File: src/rtl/pid_servo_pwm.sv
// Servo PWM generator: turns the signed PID output (pulse width in us) into a fixed-period
// pulse train, clamping the width and latching it only at frame start.
module pid_servo_pwm #(
  parameter int CLK_VAL_MHZ = 50,
  parameter int VAL_LENGTH  = 32,
  parameter int PERIOD_US   = 20000,
  parameter int MIN_US      = 500,
  parameter int MAX_US      = 2500
) (
  input  logic                         sys_clk,
  input  logic                         sys_rst_n,
  input  logic                         enable,
  input  logic signed [VAL_LENGTH-1:0] pid_out,
  output logic                         pwm_out,
  output logic                         frame_tick,
  output logic [15:0]                  duty_us,
  output logic                         busy
);

  localparam int PW = (CLK_VAL_MHZ > 1) ? $clog2(CLK_VAL_MHZ) : 1;
  localparam int UW = (PERIOD_US > 1) ? $clog2(PERIOD_US) : 1;

  localparam logic [PW-1:0] PRESC_LAST = PW'(CLK_VAL_MHZ - 1);
  localparam logic [UW-1:0] US_LAST    = UW'(PERIOD_US - 1);

  localparam logic signed [VAL_LENGTH-1:0] MIN_V = VAL_LENGTH'(MIN_US);
  localparam logic signed [VAL_LENGTH-1:0] MAX_V = VAL_LENGTH'(MAX_US);

  localparam logic [1:0] S_IDLE = 2'd0;
  localparam logic [1:0] S_HIGH = 2'd1;
  localparam logic [1:0] S_LOW  = 2'd2;

  logic [1:0]    state_q, state_d;
  logic [PW-1:0] presc_q, presc_d;
  logic [UW-1:0] us_q, us_d;
  logic [15:0]   duty_q, duty_d;
  logic          pwm_q, pwm_d;
  logic          tick_q, tick_d;
  logic          busy_q, busy_d;

  logic [15:0]   clamp_us;
  logic          presc_wrap;
  logic          high_done;

  // Signed compare over the full input width so large negatives land on MIN_US.
  always_comb begin
    clamp_us = 16'(MIN_US);
    if (pid_out < MIN_V)      clamp_us = 16'(MIN_US);
    else if (pid_out > MAX_V) clamp_us = 16'(MAX_US);
    else                      clamp_us = 16'(pid_out);
  end

  assign presc_wrap = (presc_q == PRESC_LAST);
  assign high_done  = presc_wrap && (32'(us_q) == (32'(duty_q) - 32'd1));

  always_comb begin
    state_d = state_q;
    presc_d = presc_q;
    us_d    = us_q;
    duty_d  = duty_q;
    pwm_d   = pwm_q;
    tick_d  = 1'b0;
    busy_d  = busy_q;

    if (state_q != S_IDLE) begin
      presc_d = presc_wrap ? '0 : presc_q + 1'b1;
      if (presc_wrap) us_d = (us_q == US_LAST) ? '0 : us_q + 1'b1;
    end

    case (state_q)
      S_IDLE: begin
        presc_d = '0;
        us_d    = '0;
        pwm_d   = 1'b0;
        busy_d  = 1'b0;
        if (enable) begin
          state_d = S_HIGH;
          duty_d  = clamp_us;
          pwm_d   = 1'b1;
          tick_d  = 1'b1;
          busy_d  = 1'b1;
        end
      end
      S_HIGH: begin
        if (high_done) begin
          state_d = S_LOW;
          pwm_d   = 1'b0;
        end
      end
      S_LOW: begin
        // Last cycle of the frame: chain straight into the next one or park.
        if (presc_wrap && us_q == US_LAST) begin
          presc_d = '0;
          us_d    = '0;
          if (enable) begin
            state_d = S_HIGH;
            duty_d  = clamp_us;
            pwm_d   = 1'b1;
            tick_d  = 1'b1;
          end else begin
            state_d = S_IDLE;
            busy_d  = 1'b0;
          end
        end
      end
      default: begin
        state_d = S_IDLE;
        presc_d = '0;
        us_d    = '0;
        pwm_d   = 1'b0;
        busy_d  = 1'b0;
      end
    endcase
  end

  always_ff @(posedge sys_clk or negedge sys_rst_n) begin
    if (!sys_rst_n) begin
      state_q <= S_IDLE;
      presc_q <= '0;
      us_q    <= '0;
      duty_q  <= '0;
      pwm_q   <= 1'b0;
      tick_q  <= 1'b0;
      busy_q  <= 1'b0;
    end else begin
      state_q <= state_d;
      presc_q <= presc_d;
      us_q    <= us_d;
      duty_q  <= duty_d;
      pwm_q   <= pwm_d;
      tick_q  <= tick_d;
      busy_q  <= busy_d;
    end
  end

  assign pwm_out    = pwm_q;
  assign frame_tick = tick_q;
  assign duty_us    = duty_q;
  assign busy       = busy_q;

endmodule

File: config.mk
export PLATFORM = sky130hd
export DESIGN_NAME = pid_servo_pwm
export DESIGN_NICKNAME = d
export VERILOG_FILES = /design/src/rtl/pid_servo_pwm.sv
export SDC_FILE = /design/constraint.sdc
export NUM_CORES = 1
export LEC_CHECK = 0
export CORE_ASPECT_RATIO = 1.25
export CORE_UTILIZATION = 55
export DETAILED_ROUTE_END_ITERATION = 8
export GPL_ROUTABILITY_DRIVEN = 0
export GPL_TIMING_DRIVEN = 0
export PLACE_DENSITY = 0.85
export RECOVER_POWER = 25
export SLEW_MARGIN = 20
export SYNTH_ARGS = -nofsm -noshare
export SYNTH_HDL_FRONTEND = slang
export SYNTH_SLANG_ARGS = --single-unit
File: constraint.sdc
create_clock -name sys_clk -period 4.86 [get_ports sys_clk]
set_input_delay 0.972 -clock sys_clk [delete_from_list [all_inputs] [get_ports sys_clk]]
set_output_delay 0.972 -clock sys_clk [all_outputs]
set_load 0.005 [all_outputs]
==> run metrics, run 1 <==
flop-to-flop setup slack=about 1.7 ns; Global Route met1 Usage=about a third; starting density of the core=between 50 and 60%; mux share of post-synthesis cell area=0%; max-slew violation count=0; Max Cap Viol=0; Seq cells post-synth=42; Post-layout nets=389; CTS Sinks=between 40 and 50; Syn Area/Cell=between 9 and 10 µm²; setup repair after global routing missed its margin=no; sequential fraction of the synthesis area=40.35%; crit path kind=register to register; ys flop type=dfrtp_1; Synth area leaders=dfrtp_1, nor2_1, xor2_1, xnor2_1, ha_1; fin util=between 70% and 80%; Worst IR Drop VDD=roughly 0.00025 V; post-CTS resize count=0; clock group share of total power=between 20% and 30%; final setup fails=0; syn nets=328; Setup Skew=roughly 0.011 ns; row count=27; Net Sw Frac=between 30% and 40%; die height=about 79 µm; min-delay worst type=register to register; Post-Syn Instances=around 290; Clock transition at path regs=approximately 0.08 ns; drt total wl=between 6000 and 7000 µm; status=finished, final reports clean; largest area contributor in the netlist=dfrtp_1; post-route ant nets=0; Die ar.=between 5000 and 6000 µm²; most frequent cells in the layout=clkdlybuf4s50_1, dfrtp_1, nor2_1; grt ovf=0; global-route wire length before repair=11,030 µm; leakage=1.295 nW; post-DR vias/cell=5.793; pre-CTS setup slack=between 1.5 and 2 ns; Internal=between 0.7 and 0.8 mW; arrival time at the worst endpoint=3.35 ns; final worst setup slack=between 1.5 and 2 ns; period utilization=between 60 and 70%; Final HPWL DP=between 4000 and 5000 µm; Root Buffer=clkbuf_8; Num CTS Buffers=5; PortBufs=53; area of the multi-input gates=~1500 µm²; most common cell after layout, fill and taps aside=clkdlybuf4s50_1; Tightest Pin Transition=1.160 ns; Inserted Diodes=0; CORE AREA=~4500 µm²; GR peak layer=met2; GR Layer Usage met3=~4.9%; post-CTS setup buffers=0; Cell Pwr Density=341.2 nW/µm²; Fin. Hold Viols=0; vias in the first global route=2,352; Critical Path Fanout Max=6; Ports=54; Post-Synth Simple-Gate Area=between 20% and 30%; Fillers=roughly 340; synthesized area=between 2000 and 3000 µm²; Psw=between 0.3 and 0.4 mW; pin count of the biggest net entering global routing=23; clk_lat worst skew=between 0.2 and 0.3 ns; largest family of logic cells by synthesized area=simple AND/OR/NAND/NOR gates; Period minus WS final=about 3.2 ns; H-tree depth=2; area share of the largest cell type after synthesis=between 40% and 50%; FF/Latch Area=1051 µm²; Syn-to-layout area delta=27.14%; crit path launch type=register; setup TNS=0 ns; Async SR Flop Fraction=100.0%; Post-Synth Adder-Cell Area=between 3 and 4%; Detailed Routing Iterations Pass 1=4; Worst setup EP type=register; compound-cell area share of the yosys netlist=between 10 and 15%; yosys warns=0; share of cells above drive strength 1=roughly 5.5%; Max clock buf depth=2; Vias=between 2k and 2.5k; Worst slew margin=between 20% and 30%; number of remaining DRC errors=0; sequential power share=40.1%; met2 usage in global routing=50.53%; initial antenna violation count=0; Initial DRC Count=103; gr usage total=between 20 and 30%; Logic pwr share=36.3%; hold-fix buffers at CTS=0; Post-Synth XOR/XNOR Area=10.42%; Worst EP required=a little over 5 ns; EDFF count, synth=0; Fmax achieved=about 310 MHz; CTS tree=yes; die width=63.56 µm; Yosys cell types=52; DR WL/cell=between 15 and 20 µm
routing by layer:
metal | wire length (µm) | part of all wire, %
met1 | 2605 | 41
met2 | 3375 | 54
met3 | 186 | 3.0
met5 | 0 | 0
met4 | 123 | 2.0
state kept, by name (all words and copies together), names as in the netlist:
signal and cells:
duty_us 16, us_q 15, presc_q 6, state_q 2, busy 1, frame_tick 1
pwm_out 1
power groups by stage:
stage | Combinational (mW) | Clock (mW) | Sequential, mW
2_1_floorplan | 0.238 | 0 | 0.448
3_3_place_gp | 0.397 | 0 | 0.459
3_5_place_dp | 0.411 | 0 | 0.458
4_1_cts | 0.415 | 0.272 | 0.452
5_1_grt | 0.456 | 0.286 | 0.460
6_report | 0.410 | 0.267 | 0.453
critical path, cell delays in order (launching register included):
cell	delay, ns
dfrtp_1	0.48
or4_1	0.53
nor3b_1	0.29
nand4b_1	0.29
nor2_1	0.29
o21ai_1	0.18
a311oi_1	0.54
nand2b_1	0.22
o22a_1	0.23
synthesized netlist by cell type, types with 2 or more instances:
master     count
a22oi_1        2
a21oi_1       10
o31ai_1        4
nor2b_1        7
a31oi_1        3
xnor2_1       15
a22o_1         5
o21ai_0        8
nand2_1       19
and2_1         4
nand2b_1       6
nand4_1        7
o21a_1         4
and4_1         2
nor4_1        11
nor2_1        38
ha_1           8
nor3b_1        4
xor2_1        16
dfrtp_1       42
and3_1         2
nand3_1        9
nor4b_1        3
o2111ai_1      2
clkbuf_1       3
o22a_1         4
inv_1          7
or2_2          2
nor3_1        13
or4_1          3
logic make-up (layout without fill, tap and decap cells):
family	Yosys count	in the layout
XOR/XNOR	31	31
AO/OA/AOI/OAI	52	52
adder cells (fa/ha/maj)	8	8
AND/OR/NAND/NOR	139	139
flip-flops	42	42
buffers and inverters	13	75
final cells by class:
type / instances / area share, %
Buffer: 6 / 1.058
Clock inverter: 1 / 0.9067
Timing Repair Buffer: 54 / 15.94
Inverter: 7 / 0.7934
Clock buffer: 7 / 2.304
Tap cell: 58 / 2.191
Multi-Input combinational cell: 230 / 45.07
Sequential cell: 42 / 31.73
final timing paths:
path                                start    endpoint  cells after the start
worst max-delay path              us_q[7]  duty_us[6]                      8
worst min-delay path                 busy        busy                      2
worst max register to register    us_q[7]  duty_us[6]                      8
worst min register to register       busy        busy                      2
max in group asynchronous       sys_rst_n     us_q[4]                      2
min in group asynchronous       sys_rst_n  frame_tick                      1
per-stage QoR:
| stage | power (mW) | hold slack (ns) | cells | instance area [µm²] |
|---|---|---|---|---|
| final | 1.130 | 0.5381 | 405 | 3312 |
| after CTS | 1.140 | 0.5455 | 405 | 3337 |
| after detailed placement | 0.8695 | 0.5218 | 397 | 3231 |
| after global placement | 0.8559 | 0.5016 | 396 | 3208 |
| after floorplan | 0.6860 | 0.4975 | 285 | 2605 |
| after global routing | 1.202 | 0.5818 | 405 | 3312 |
No activity file was read; power rests on OpenSTA's default activity.
==> inputs of run 2 (changes only) <==
CORE_UTILIZATION = 46   (was 55)
PLACE_DENSITY = 0.76   (was 0.85)
clock period = 2.9 ns   (was 4.86 ns; I/O delays follow)
==> run 2 against run 1 <==
Net effect: final area rose by 4.4%; die area is 19% higher; via count increased by 2.7%; global-route usage shrank 4.2 points; utilization shrank 11 points; clock skew fell by 0.0012 ns; hold slack got worse by 0.13 ns; register-to-register slack worse by 1.7 ns; sequential power grew 69%; cell count up 4.4%; clock power is 31% higher; combinational power increased by 88%.
==> run metrics, run 2 (synthesis results as in run 1) <==
setup repair after global routing missed its margin=yes (was no); met2 usage in global routing=41.31% (was 50.53%); leakage=1.351 nW (was 1.295 nW); Critical R2R Capture=state_q[0] (was duty_us[6]); gr usage total=24.00% (was 28.18%); crit path launch type=register (unchanged); row count=30 (was 27); flop-to-flop setup slack=0.03 ns (was 1.68 ns); most frequent cells in the layout=clkdlybuf4s50_1, nor2_1, dfrtp_1 (was clkdlybuf4s50_1, dfrtp_1, nor2_1); hold-fix buffers at CTS=0 (unchanged); status=finished, final reports clean (unchanged); share of cells above drive strength 1=13.09% (was 5.476%); post-route ant nets=0 (unchanged); final setup fails=0 (unchanged); Period minus WS final=2.874 ns (was 3.176 ns); drt total wl=6598 µm (was 6290 µm); final hold slack=0.4118 ns (was 0.5381 ns); die height=86.14 µm (was 78.95 µm); CORE AREA=5443 µm² (was 4459 µm²); Initial DRC Count=108 (was 103); Ports=54 (unchanged); Global Route met1 Usage=30.84% (was 33.49%); vias in the first global route=2,399 (was 2,352); grt ovf=0 (unchanged); CTS tree=yes (unchanged); CTS Sinks=42 (unchanged); fin util=63.54% (was 74.27%); Die ar.=5970 µm² (was 5017 µm²); Worst EP required=3.11 ns (was 5.04 ns); clk_lat worst skew=0.29 ns (about the same); period utilization=99.12% (was 65.34%); FF-to-FF path depth=9 (was 8); Post-layout nets=402 (was 389); min-delay worst type=primary input to asynchronous set/reset pin (was register to register); Clock transition at path regs=0.07 ns (was 0.08 ns); Tightest Pin Transition=1.399 ns (was 1.160 ns); most common cell after layout, fill and taps aside=clkdlybuf4s50_1 (unchanged); Fin. Hold Viols=0 (unchanged); arrival time at the worst endpoint=3.09 ns (was 3.35 ns); Fmax achieved=347.9 MHz (was 314.9 MHz); GR Layer Usage met3=3.995% (was 4.885%); DR WL/cell=15.60 µm (was 15.53 µm); Final HPWL DP=4998 µm (was 4934 µm); global-route wire length before repair=11,470 µm (was 11,030 µm); starting density of the core=47.86% (was 58.42%); setup TNS=0 ns (unchanged); Critical Path Fanout Max=7 (was 6); Worst slew margin=6.757% (was 22.66%); Vias=2,410 (was 2,346); Num CTS Buffers=5 (unchanged); Cell Pwr Density=546.4 nW/µm² (was 341.2 nW/µm²); initial antenna violation count=0 (unchanged); number of remaining DRC errors=0 (unchanged); post-DR vias/cell=5.697 (was 5.793); Detailed Routing Iterations Pass 1=4 (unchanged); Max clock buf depth=2 (unchanged); max reg flops=16 (unchanged); Root Buffer=clkbuf_8 (unchanged); PortBufs=53 (unchanged); Worst setup EP type=register (unchanged); Worst IR Drop VDD=0.0004563 V (was 0.0002469 V); Max Cap Viol=0 (unchanged); max-slew violation count=0 (unchanged); pin count of the biggest net entering global routing=27 (was 23); crit path kind=register to register (unchanged); H-tree depth=2 (unchanged); Setup Skew=0.009380 ns (was 0.01054 ns); Inserted Diodes=0 (unchanged); die width=69.31 µm (was 63.56 µm); R2R Path Start=duty_us[5] (was us_q[7]); GR peak layer=met2 (unchanged); Syn-to-layout area delta=32.76% (was 27.14%)
## run 2: cell type report
type,instances,area [µm²]
fillers,454,1984
multi-input cells,230,1550
flip-flops and latches,42,1057
repair buffers,67,625.6
well taps,64,80.08
clock buffers,7,76.32
plain buffers,6,42.54
inverters,7,26.28
## run 2: metal layers
layer  wire length [µm]  vias to the layer above
li1                   -                     1179
met2               3298                       55
met4                113                        0
met5                  0                        -
met3                211                       11
met1               2975                     1165
## run 2: worst max-delay path: stages, from the launching register on
cell and delay, ns:
dfrtp_2 0.45, or4_4 0.52, buf_6 0.13, or3_4 0.36, or2_1 0.24, a32o_2 0.26, nor4b_4 0.33, a31oi_4 0.16
a211o_1 0.30, o211ai_2 0.06
## run 2: power breakdown
| group | switching (mW) | total (mW) | leakage [nW] | internal, mW |
|---|---|---|---|---|
| clock | 0.186 | 0.351 | 0.0383 | 0.166 |
| sequential | 0.106 | 0.767 | 0.548 | 0.661 |
| combinational | 0.365 | 0.771 | 0.765 | 0.406 |
| total | 0.657 | 1.89 | 1.35 | 1.23 |
## run 2: through the flow
step	setup slack, ns	cells	cell area, µm²	total power, mW
finish	0.02566	423	3458	1.889
global route	-0.05651	423	3458	2.017
CTS	0.02405	412	3339	1.832
detailed placement	-0.2116	403	3231	1.464
global placement	-0.09820	402	3216	1.442
floorplan	0.1088	285	2605	1.150
## run 2: worst max path at each step
stage	endpoint	slack, ns	start	cells past startpoint
after global routing	state_q[0]	-0.06	duty_us[0]	10
final	state_q[0]	0.03	duty_us[5]	9
after global placement	state_q[0]	-0.1	duty_us[0]	10
after floorplan	state_q[0]	0.11	duty_us[0]	10
after detailed placement	duty_us[8]	-0.21	us_q[7]	8
after CTS	state_q[0]	0.02	duty_us[4]	10
## run 2: repair_timing
action	in CTS	in global routing
setup endpoints to repair	21	21
setup buffers	2	11
pin swaps	3	9
resized for setup	5	17
